File: src/rtl/shape_pkg.sv
// Shared types and constants for the shape bag generator slice.
package shape_pkg;

  localparam int unsigned SHAPE_W = 3;

  typedef logic [SHAPE_W-1:0] shape_t;

  // Tetromino IDs
  localparam shape_t I = 3'd0;
  localparam shape_t O = 3'd1;
  localparam shape_t T = 3'd2;
  localparam shape_t S = 3'd3;
  localparam shape_t Z = 3'd4;
  localparam shape_t J = 3'd5;
  localparam shape_t L = 3'd6;

  typedef enum logic {
    ST_FILL,
    ST_READY
  } state_e;

  // Maximal-length right-shift Galois tap masks, bit (tap-1) set per tap.
  function automatic logic [15:0] lfsr_taps(input int unsigned width);
    case (width)
      8:       return 16'h00B8;
      9:       return 16'h0110;
      10:      return 16'h0240;
      11:      return 16'h0500;
      12:      return 16'h0829;
      13:      return 16'h100D;
      14:      return 16'h2015;
      15:      return 16'h6000;
      16:      return 16'hB400;
      default: return 16'h0000;
    endcase
  endfunction

endpackage

File: src/rtl/shape_bag_generator_if.sv
// Request/response bundle between the seed/game FSM side and the generator.
interface shape_bag_generator_if
  import shape_pkg::*;
#(
  parameter int unsigned LFSR_W        = 16,
  parameter int unsigned PREVIEW_DEPTH = 3
) ();

  logic                               seed_load;
  logic [LFSR_W-1:0]                  seed_in;
  logic                               next_req;
  logic [SHAPE_W-1:0]                 shape_id;
  logic                               shape_valid;
  logic [SHAPE_W*PREVIEW_DEPTH-1:0]   preview;
  logic [3:0]                         bag_remaining;

  modport master (
    output seed_load, seed_in, next_req,
    input  shape_id, shape_valid, preview, bag_remaining
  );

  modport slave (
    input  seed_load, seed_in, next_req,
    output shape_id, shape_valid, preview, bag_remaining
  );

endinterface

File: src/rtl/lfsr_galois.sv
// Right-shift Galois LFSR, free-running, with loadable seed and zero guard.
module lfsr_galois
  import shape_pkg::*;
#(
  parameter int unsigned WIDTH = 16,
  parameter logic [15:0] SEED  = 16'hACE1
) (
  input  logic             clk,
  input  logic             resetn,
  input  logic             load,
  input  logic [WIDTH-1:0] load_val,
  output logic [WIDTH-1:0] state
);

  localparam logic [15:0]      TAPS16    = lfsr_taps(WIDTH);
  localparam logic [WIDTH-1:0] TAPS      = TAPS16[WIDTH-1:0];
  localparam logic [WIDTH-1:0] SEED_T    = SEED[WIDTH-1:0];
  localparam logic [WIDTH-1:0] RESET_VAL = (SEED_T == '0) ? '1 : SEED_T;

  logic [WIDTH-1:0] state_q, state_d;

  // Next value: load (zero mapped to all-ones) or one Galois step
  always_comb begin
    state_d = (state_q >> 1) ^ (state_q[0] ? TAPS : '0);
    if (load) begin
      state_d = (load_val == '0) ? '1 : load_val;
    end
  end

  // State register
  always_ff @(posedge clk or negedge resetn) begin
    if (!resetn) state_q <= RESET_VAL;
    else         state_q <= state_d;
  end

  assign state = state_q;

endmodule

File: src/rtl/shape_bag_generator.sv
// Tetromino ID source: LFSR draw, optional 7-bag fairness, in-order
// look-ahead queue. Macro SHAPE_BAG_FAIRNESS_EN enables the bag; without it
// picks are the raw folded LFSR value and bag_remaining is constant.
module shape_bag_generator
  import shape_pkg::*;
#(
  parameter int unsigned LFSR_W        = 16,
  parameter logic [15:0] SEED          = 16'hACE1,
  parameter int unsigned NUM_SHAPES    = 7,
  parameter int unsigned PREVIEW_DEPTH = 3
) (
  input  logic                 clk,
  input  logic                 resetn,
  shape_bag_generator_if.slave sb
);

  localparam int unsigned      QD    = PREVIEW_DEPTH + 1;
  localparam int unsigned      CNT_W = $clog2(QD + 1);
  localparam int unsigned      QW    = QD * SHAPE_W;
  localparam logic [CNT_W-1:0] QD_C  = CNT_W'(QD);
  localparam logic [3:0]       NS4   = 4'(NUM_SHAPES);
  localparam logic [2:0]       NS3   = 3'(NUM_SHAPES);

  logic [LFSR_W-1:0] lfsr;
  logic              lfsr_unused;
  shape_t            cand, pick;
  logic              pop, push;
  state_e            state_q, state_d;
  logic [CNT_W-1:0]  count_q, count_d, wr;
  logic [QW-1:0]     q_q, q_d;

  lfsr_galois #(
    .WIDTH (LFSR_W),
    .SEED  (SEED)
  ) u_lfsr (
    .clk      (clk),
    .resetn   (resetn),
    .load     (sb.seed_load),
    .load_val (sb.seed_in),
    .state    (lfsr)
  );

  assign lfsr_unused = ^lfsr[LFSR_W-1:3];

  // Fold the low LFSR bits into 0..NUM_SHAPES-1
  always_comb begin
    cand = lfsr[2:0];
    if ({1'b0, lfsr[2:0]} >= NS4) cand = lfsr[2:0] - NS3;
  end

  assign pop  = sb.next_req && (state_q == ST_READY);
  assign push = (count_q < QD_C) || pop;

`ifdef SHAPE_BAG_FAIRNESS_EN
  logic [NUM_SHAPES-1:0] bag_q, bag_d, set_n;
  logic [7:0]            bag8;
  logic [3:0]            idx, drawn;
  logic                  found;

  assign bag8 = 8'(bag_q);

  // First ID not yet drawn, searching upward from cand with wrap
  always_comb begin
    pick  = cand;
    found = 1'b0;
    idx   = '0;
    for (int unsigned i = 0; i < NUM_SHAPES; i++) begin
      idx = {1'b0, cand} + 4'(i);
      if (idx >= NS4) idx = idx - NS4;
      if (!found && !bag8[idx[2:0]]) begin
        pick  = idx[2:0];
        found = 1'b1;
      end
    end
  end

  // Mark the pushed ID; a completed bag clears in the same cycle
  always_comb begin
    set_n = bag_q | NUM_SHAPES'(8'b1 << pick);
    bag_d = bag_q;
    if (sb.seed_load) bag_d = '0;
    else if (push)    bag_d = (&set_n) ? '0 : set_n;
  end

  // Count IDs already drawn from the current bag
  always_comb begin
    drawn = '0;
    for (int unsigned i = 0; i < 8; i++) drawn = drawn + 4'(bag8[i[2:0]]);
  end

  assign sb.bag_remaining = NS4 - drawn;

  // Bag register
  always_ff @(posedge clk or negedge resetn) begin
    if (!resetn) bag_q <= '0;
    else         bag_q <= bag_d;
  end
`else
  assign pick             = cand;
  assign sb.bag_remaining = NS4;
`endif

  // Queue shift/write and FILL/READY sequencing; seed_load flushes everything.
  // On pop+push the tail slot is count-1 after the shift, so count is unchanged.
  always_comb begin
    q_d     = q_q;
    count_d = count_q;
    state_d = state_q;
    wr      = pop ? (count_q - CNT_W'(1)) : count_q;
    if (sb.seed_load) begin
      q_d     = '0;
      count_d = '0;
      state_d = ST_FILL;
    end else begin
      if (pop)  q_d = q_q >> SHAPE_W;
      if (push) q_d[wr*SHAPE_W +: SHAPE_W] = pick;
      count_d = count_q + CNT_W'(push) - CNT_W'(pop);
      case (state_q)
        ST_FILL:  if (count_d == QD_C) state_d = ST_READY;
        ST_READY: state_d = ST_READY;
        default:  state_d = ST_FILL;
      endcase
    end
  end

  // Queue, count and FSM registers
  always_ff @(posedge clk or negedge resetn) begin
    if (!resetn) begin
      q_q     <= '0;
      count_q <= '0;
      state_q <= ST_FILL;
    end else begin
      q_q     <= q_d;
      count_q <= count_d;
      state_q <= state_d;
    end
  end

  // Decode outputs from registers; empty slots read as zero
  always_comb begin
    sb.shape_id    = (count_q != '0) ? q_q[SHAPE_W-1:0] : '0;
    sb.shape_valid = (state_q == ST_READY);
    sb.preview     = '0;
    for (int unsigned k = 0; k < PREVIEW_DEPTH; k++) begin
      if (count_q > CNT_W'(k + 1))
        sb.preview[k*SHAPE_W +: SHAPE_W] = q_q[(k+1)*SHAPE_W +: SHAPE_W];
    end
  end

endmodule
File: src/flat_wrapper.sv
// flat-port wrapper written by rule: the top's interface ports become plain ports
module shape_bag_generator_flat import shape_pkg::*;
#(
  parameter int unsigned LFSR_W        = 16,
  parameter logic [15:0] SEED          = 16'hACE1,
  parameter int unsigned NUM_SHAPES    = 7,
  parameter int unsigned PREVIEW_DEPTH = 3
)
  (clk, resetn, sb_seed_load, sb_seed_in, sb_next_req, sb_shape_id, sb_shape_valid, sb_preview, sb_bag_remaining);
  shape_bag_generator_if #(.LFSR_W(LFSR_W), .PREVIEW_DEPTH(PREVIEW_DEPTH)) sb_i ();
  input  logic clk;
  input  logic resetn;
  input wire logic [$bits(sb_i.seed_load)-1:0] sb_seed_load;
  input wire logic [$bits(sb_i.seed_in)-1:0] sb_seed_in;
  input wire logic [$bits(sb_i.next_req)-1:0] sb_next_req;
  output wire logic [$bits(sb_i.shape_id)-1:0] sb_shape_id;
  output wire logic [$bits(sb_i.shape_valid)-1:0] sb_shape_valid;
  output wire logic [$bits(sb_i.preview)-1:0] sb_preview;
  output wire logic [$bits(sb_i.bag_remaining)-1:0] sb_bag_remaining;
  assign sb_i.seed_load = sb_seed_load;
  assign sb_i.seed_in = sb_seed_in;
  assign sb_i.next_req = sb_next_req;
  assign sb_shape_id = sb_i.shape_id;
  assign sb_shape_valid = sb_i.shape_valid;
  assign sb_preview = sb_i.preview;
  assign sb_bag_remaining = sb_i.bag_remaining;
  shape_bag_generator #(.LFSR_W(LFSR_W), .SEED(SEED), .NUM_SHAPES(NUM_SHAPES), .PREVIEW_DEPTH(PREVIEW_DEPTH)) u_core (.clk(clk), .resetn(resetn), .sb(sb_i));
endmodule
File: config.mk
export PLATFORM = sky130hd
export DESIGN_NAME = shape_bag_generator_flat
export DESIGN_NICKNAME = d
export VERILOG_FILES = /design/src/rtl/shape_pkg.sv /design/src/rtl/shape_bag_generator_if.sv /design/src/rtl/lfsr_galois.sv /design/src/rtl/shape_bag_generator.sv /design/src/flat_wrapper.sv
export SDC_FILE = /design/constraint.sdc
export NUM_CORES = 1
export LEC_CHECK = 0
export ABC_AREA = 1
export CORE_MARGIN = 10
export CORE_UTILIZATION = 53
export CTS_CLUSTER_DIAMETER = 50
export CTS_CLUSTER_SIZE = 14
export DETAILED_ROUTE_END_ITERATION = 8
export PLACE_DENSITY = 0.78
export SYNTH_ARGS = -nofsm -noshare
export SYNTH_HDL_FRONTEND = slang
export SYNTH_SLANG_ARGS = --single-unit
export TNS_END_PERCENT = 5
File: constraint.sdc
create_clock -name clk -period 2.4 [get_ports clk]
set_input_delay 0.48 -clock clk [delete_from_list [all_inputs] [get_ports clk]]
set_output_delay 0.48 -clock clk [all_outputs]
set_load 0.1 [all_outputs]
==> results.txt <==
* Number of gates resized after cts: 0
* Maximum capacitance violations: 0
- STA puts the critical path data required time at 1.92 ns.
* Number of design-rule violations left by the first detailed-router iteration: 161
- The number of clock buffers added by TritonCTS is 5.
* Vias in the first global route: 1830
* Number of cells on the worst reg-to-reg path: 12
- Worst stage delay on the critical path: 0.46 ns
- At the end of the flow, the number of nets in the layout was 346.
- Total global routing track utilization: 14.3%
* Number of cells on the worst hold path: 2
* Maximum clock skew at final layout: 0.00572 ns
* Critical Path AT: 1.75 ns
- In the final layout, the share of cells above drive strength 1 is 19.4%.
- Peak supply drop: 0.000724 V
- Antenna Diode Count: 0
- CTS tree: yes
- Dividing the detail-routed wire length by the instance count gives 12.9 µm.
* Number of cells on the critical path: 5
- Endpoint kind of the worst setup timing path: output port
- Broken down by cell family, the worst path's largest delay share belongs to flip-flops.
* Vias: 1842
- After clock tree synthesis, the clock-pin slew on the worst setup and hold paths is 0.07 ns.
- Minimum setup slack after placement: -0.0557 ns
* Class of the tightest hold or removal check: reg -> reg
- Combinational fraction of design power: 59.8%
* Area of the core: 3740 µm²
* Placement row count: 22
- Vias per cell: 5.09
* Crit path launch type: flop
- Mean Syn Cell Area: 7.71 µm²
* Mapped cell area: 2090 µm²
- Proportion of power drawn by the clock network: 17.5%
- Worst-Skew Late Latency: 0.28 ns
- Once detail routing completed, the nets flagged for antenna violations numbered 0.
- TritonCTS Sinks: 32
* Flop and latch count out of synthesis: 32
* CTS hold repair buffers: 0
- Number of distinct library cell variants in the gate-level netlist after synthesis: 32
* Initial antenna violation count: 0
* Cell at the slowest stage of the critical path: dfrtp_1
- Net switching is 46.9% of the power.
- Critical path peak fanout: 5
* First-pass detailed-route iteration total: 4
- Aggregate global routing overflow: 0
- Headroom to the max-slew limit came out at 62.3%.
- Pwr/cell area: 1180 nW/µm²
* Critical Setup Path Class: reg -> out
- Setup repair after global routing left no endpoint under its margin.
- Chain of cells forming the critical path: inv_1 > ha_1 > a21o_1 > nor2_1 > buf_12
* Number of buffers and inverters on the critical path: 2
- In this run, flip-flops and latches consume 22.7% of the power.
* Top-Level Pins: 37
- Setup violations remaining at the end of the flow were counted as 0.
- Leakage dissipation: 1.32 nW
- Count of warnings emitted by yosys: 0
* Die width: 82.8 µm
- Initial Util: 55.8%
- The die is 82.8 µm tall.
- Growth of design area from synthesis to finish: 31.6%
* Final critical-path required period: 2.23 ns
- Run status: complete, no violations
* Fraction of the cycle the final worst path needs: 92.9%
- For this block, the routed nets add up to 4.66 mm of wire.
- Post-synthesis instance total: 271
- After detailed routing, the number of remaining DRC violations is 0.
* Sequential share of the synthesized area: 38.8%
- Final hold analysis gives a worst-case slack of 0.480 ns.
* Global-route wire length before repair: 7.73 mm
- The cell sitting at the root of the clock tree is a clkbuf_8.
- Cell internal power dissipation: 1.73 mW
- Net Sw Power: 1.52 mW
- DP Wirelength: 3.71 mm
- H-tree depth reported by CTS: 2
- Routability-driven placement finished with a final weighted congestion of 0.852.
* Max Fclk: 448 MHz
* Slew at the pin closest to its max-slew limit: 0.565 ns
- After filler insertion, the fill cell instance count of the layout stands at 286.
- Largest net degree at the start of global routing: 33
- Hold violation count in the final report: 0
- The die covers 6850 µm².
* Pins Over Slew Limit: 0
- Buffers added to address setup during post-CTS repair amount to 0.
- Clock Path Buffers: 2
- Count of buffers inserted at the top-level ports: 32
* Crit path setup slack, layout: 0.170 ns
## flip-flops by register name, summed over array words and instances (netlist names)
register	count
u_core.u_lfsr.state	16
u_core.sb.shape_valid	1
u_core.count_q	3
u_core.q_q	12
## worst paths after layout
check,start,to,slack (ns)
min in group asynchronous,resetn,u_core.q_q[0]$_DFF_PN0_,0.59
hold reg to reg,u_core.u_lfsr.state[6]$_DFF_PN1_,u_core.u_lfsr.state[5]$_DFF_PN1_,0.48
setup / recovery,u_core.count_q[1]$_DFF_PN0_,sb_preview[5],0.17
setup reg to reg,u_core.count_q[1]$_DFF_PN0_,u_core.q_q[11]$_DFF_PN0_,0.20
max in group asynchronous,resetn,u_core.u_lfsr.state[15]$_DFF_PN1_,1.48
hold / removal,u_core.u_lfsr.state[6]$_DFF_PN1_,u_core.u_lfsr.state[5]$_DFF_PN1_,0.48
## area by class of cell
type	instances	area, µm²	area share [%]
repair buffers	45	536	19.5
well taps	48	60.1	2.18
clock buffers	7	96.3	3.50
inverters	36	138	5.00
multi-input cells	193	1080	39.3
clock inverters	1	30.0	1.09
flip-flops and latches	32	811	29.5
## cell usage after synthesis
master	number	area, µm²
a21boi_0	3	22.5
a31oi_1	8	50.1
nand4_1	8	50.1
inv_1	32	120
buf_4	5	37.5
xnor2_1	1	8.76
nor4_1	2	12.5
nand3_1	8	40.0
a32o_1	1	10.0
nor2_4	2	22.5
o21ai_4	1	16.3
inv_4	1	6.26
nor2_8	1	20.0
a21o_1	1	7.51
inv_2	3	11.3
buf_2	4	20.0
dfrtp_1	24	601
fa_1	1	20.0
xor2_4	1	27.5
a21oi_2	1	8.76
ha_1	12	150
clkbuf_1	4	15.0
o21ai_0	12	60.1
dfstp_2	8	210
nand2_2	6	37.5
nor2_2	1	6.26
conb_1	2	7.51
a21oi_1	14	70.1
nand2_1	37	139
nor2_1	62	233
nand2_4	2	22.5
xor2_1	3	26.3
## cells by family (layout without fill, tap and decap cells)
kind of cell,Yosys count,in the layout,synth area share (%)
fa+ha+maj,13,13,8.14
other cells,2,5,0.359
buf+inv,49,89,10.1
compound gates,41,41,11.7
flops,32,32,38.8
xor+xnor,5,5,2.99
simple gates,129,129,27.9
## power groups by stage
stage / combinational (mW) / sequential (mW) / clock [mW]
after floorplan: 1.35 / 0.789 / 0
after global placement: 1.88 / 0.743 / 0
after detailed placement: 1.93 / 0.748 / 0
after CTS: 1.94 / 0.739 / 0.574
after global routing: 2.11 / 0.754 / 0.596
final: 1.94 / 0.739 / 0.567
## tightest hold or removal path, stage by stage (launching register included)
cell and delay, ns:
dfstp_2 0.36, nor2_1 0.07, a21oi_1 0.05
## stage by stage
stage / power (mW) / utilization [%] / instance area [µm²] / setup TNS, ns / instances
2_1_floorplan: 2.13 / - / 2100 / -3.51 / 274
3_3_place_gp: 2.62 / 70.1 / 2620 / 0 / 354
3_5_place_dp: 2.68 / 70.1 / 2620 / -0.213 / 354
4_1_cts: 3.25 / 73.5 / 2750 / 0 / 362
5_1_grt: 3.46 / 73.5 / 2750 / 0 / 362
6_report: 3.25 / 73.5 / 2750 / 0 / 362
## per-layer routing
layer  share of wire, %  GRT usage, %  vias up  wire length (µm)
li1                   -             -      936                 -
met1                 40          15.1      842              1890
met2                 51          26.4       53              2370
met3                6.1          2.80       11               285
met4                2.6          6.86        0               123
met5                  0             0        -                 0
## cell usage in the layout (no fill, tap or decap)
cell type        instances
nor2_1                  62
a32o_1                   1
nand3_1                  8
dfrtp_1                 24
clkdlybuf4s50_1         19
nand2_1                 37
xor2_4                   1
fa_1                     1
nor2_2                   1
nand2_2                  6
nand2_4                  2
o21ai_0                 12
bufinv_16                1
nand4_1                  8
a21oi_2                  1
a21oi_1                 14
dfstp_2                  8
inv_1                   32
inv_4                    1
xor2_1                   3
buf_12                  12
nor2_8                   1
a31oi_1                  8
xnor2_1                  1
ha_1                    12
nor4_1                   2
o21ai_4                  1
conb_1                   5
buf_4                   14
a21o_1                   1
nor2_4                   2
a21boi_1                 3
inv_2                    3
clkbuf_8                 7
No activity file was read; power rests on OpenSTA's default activity.
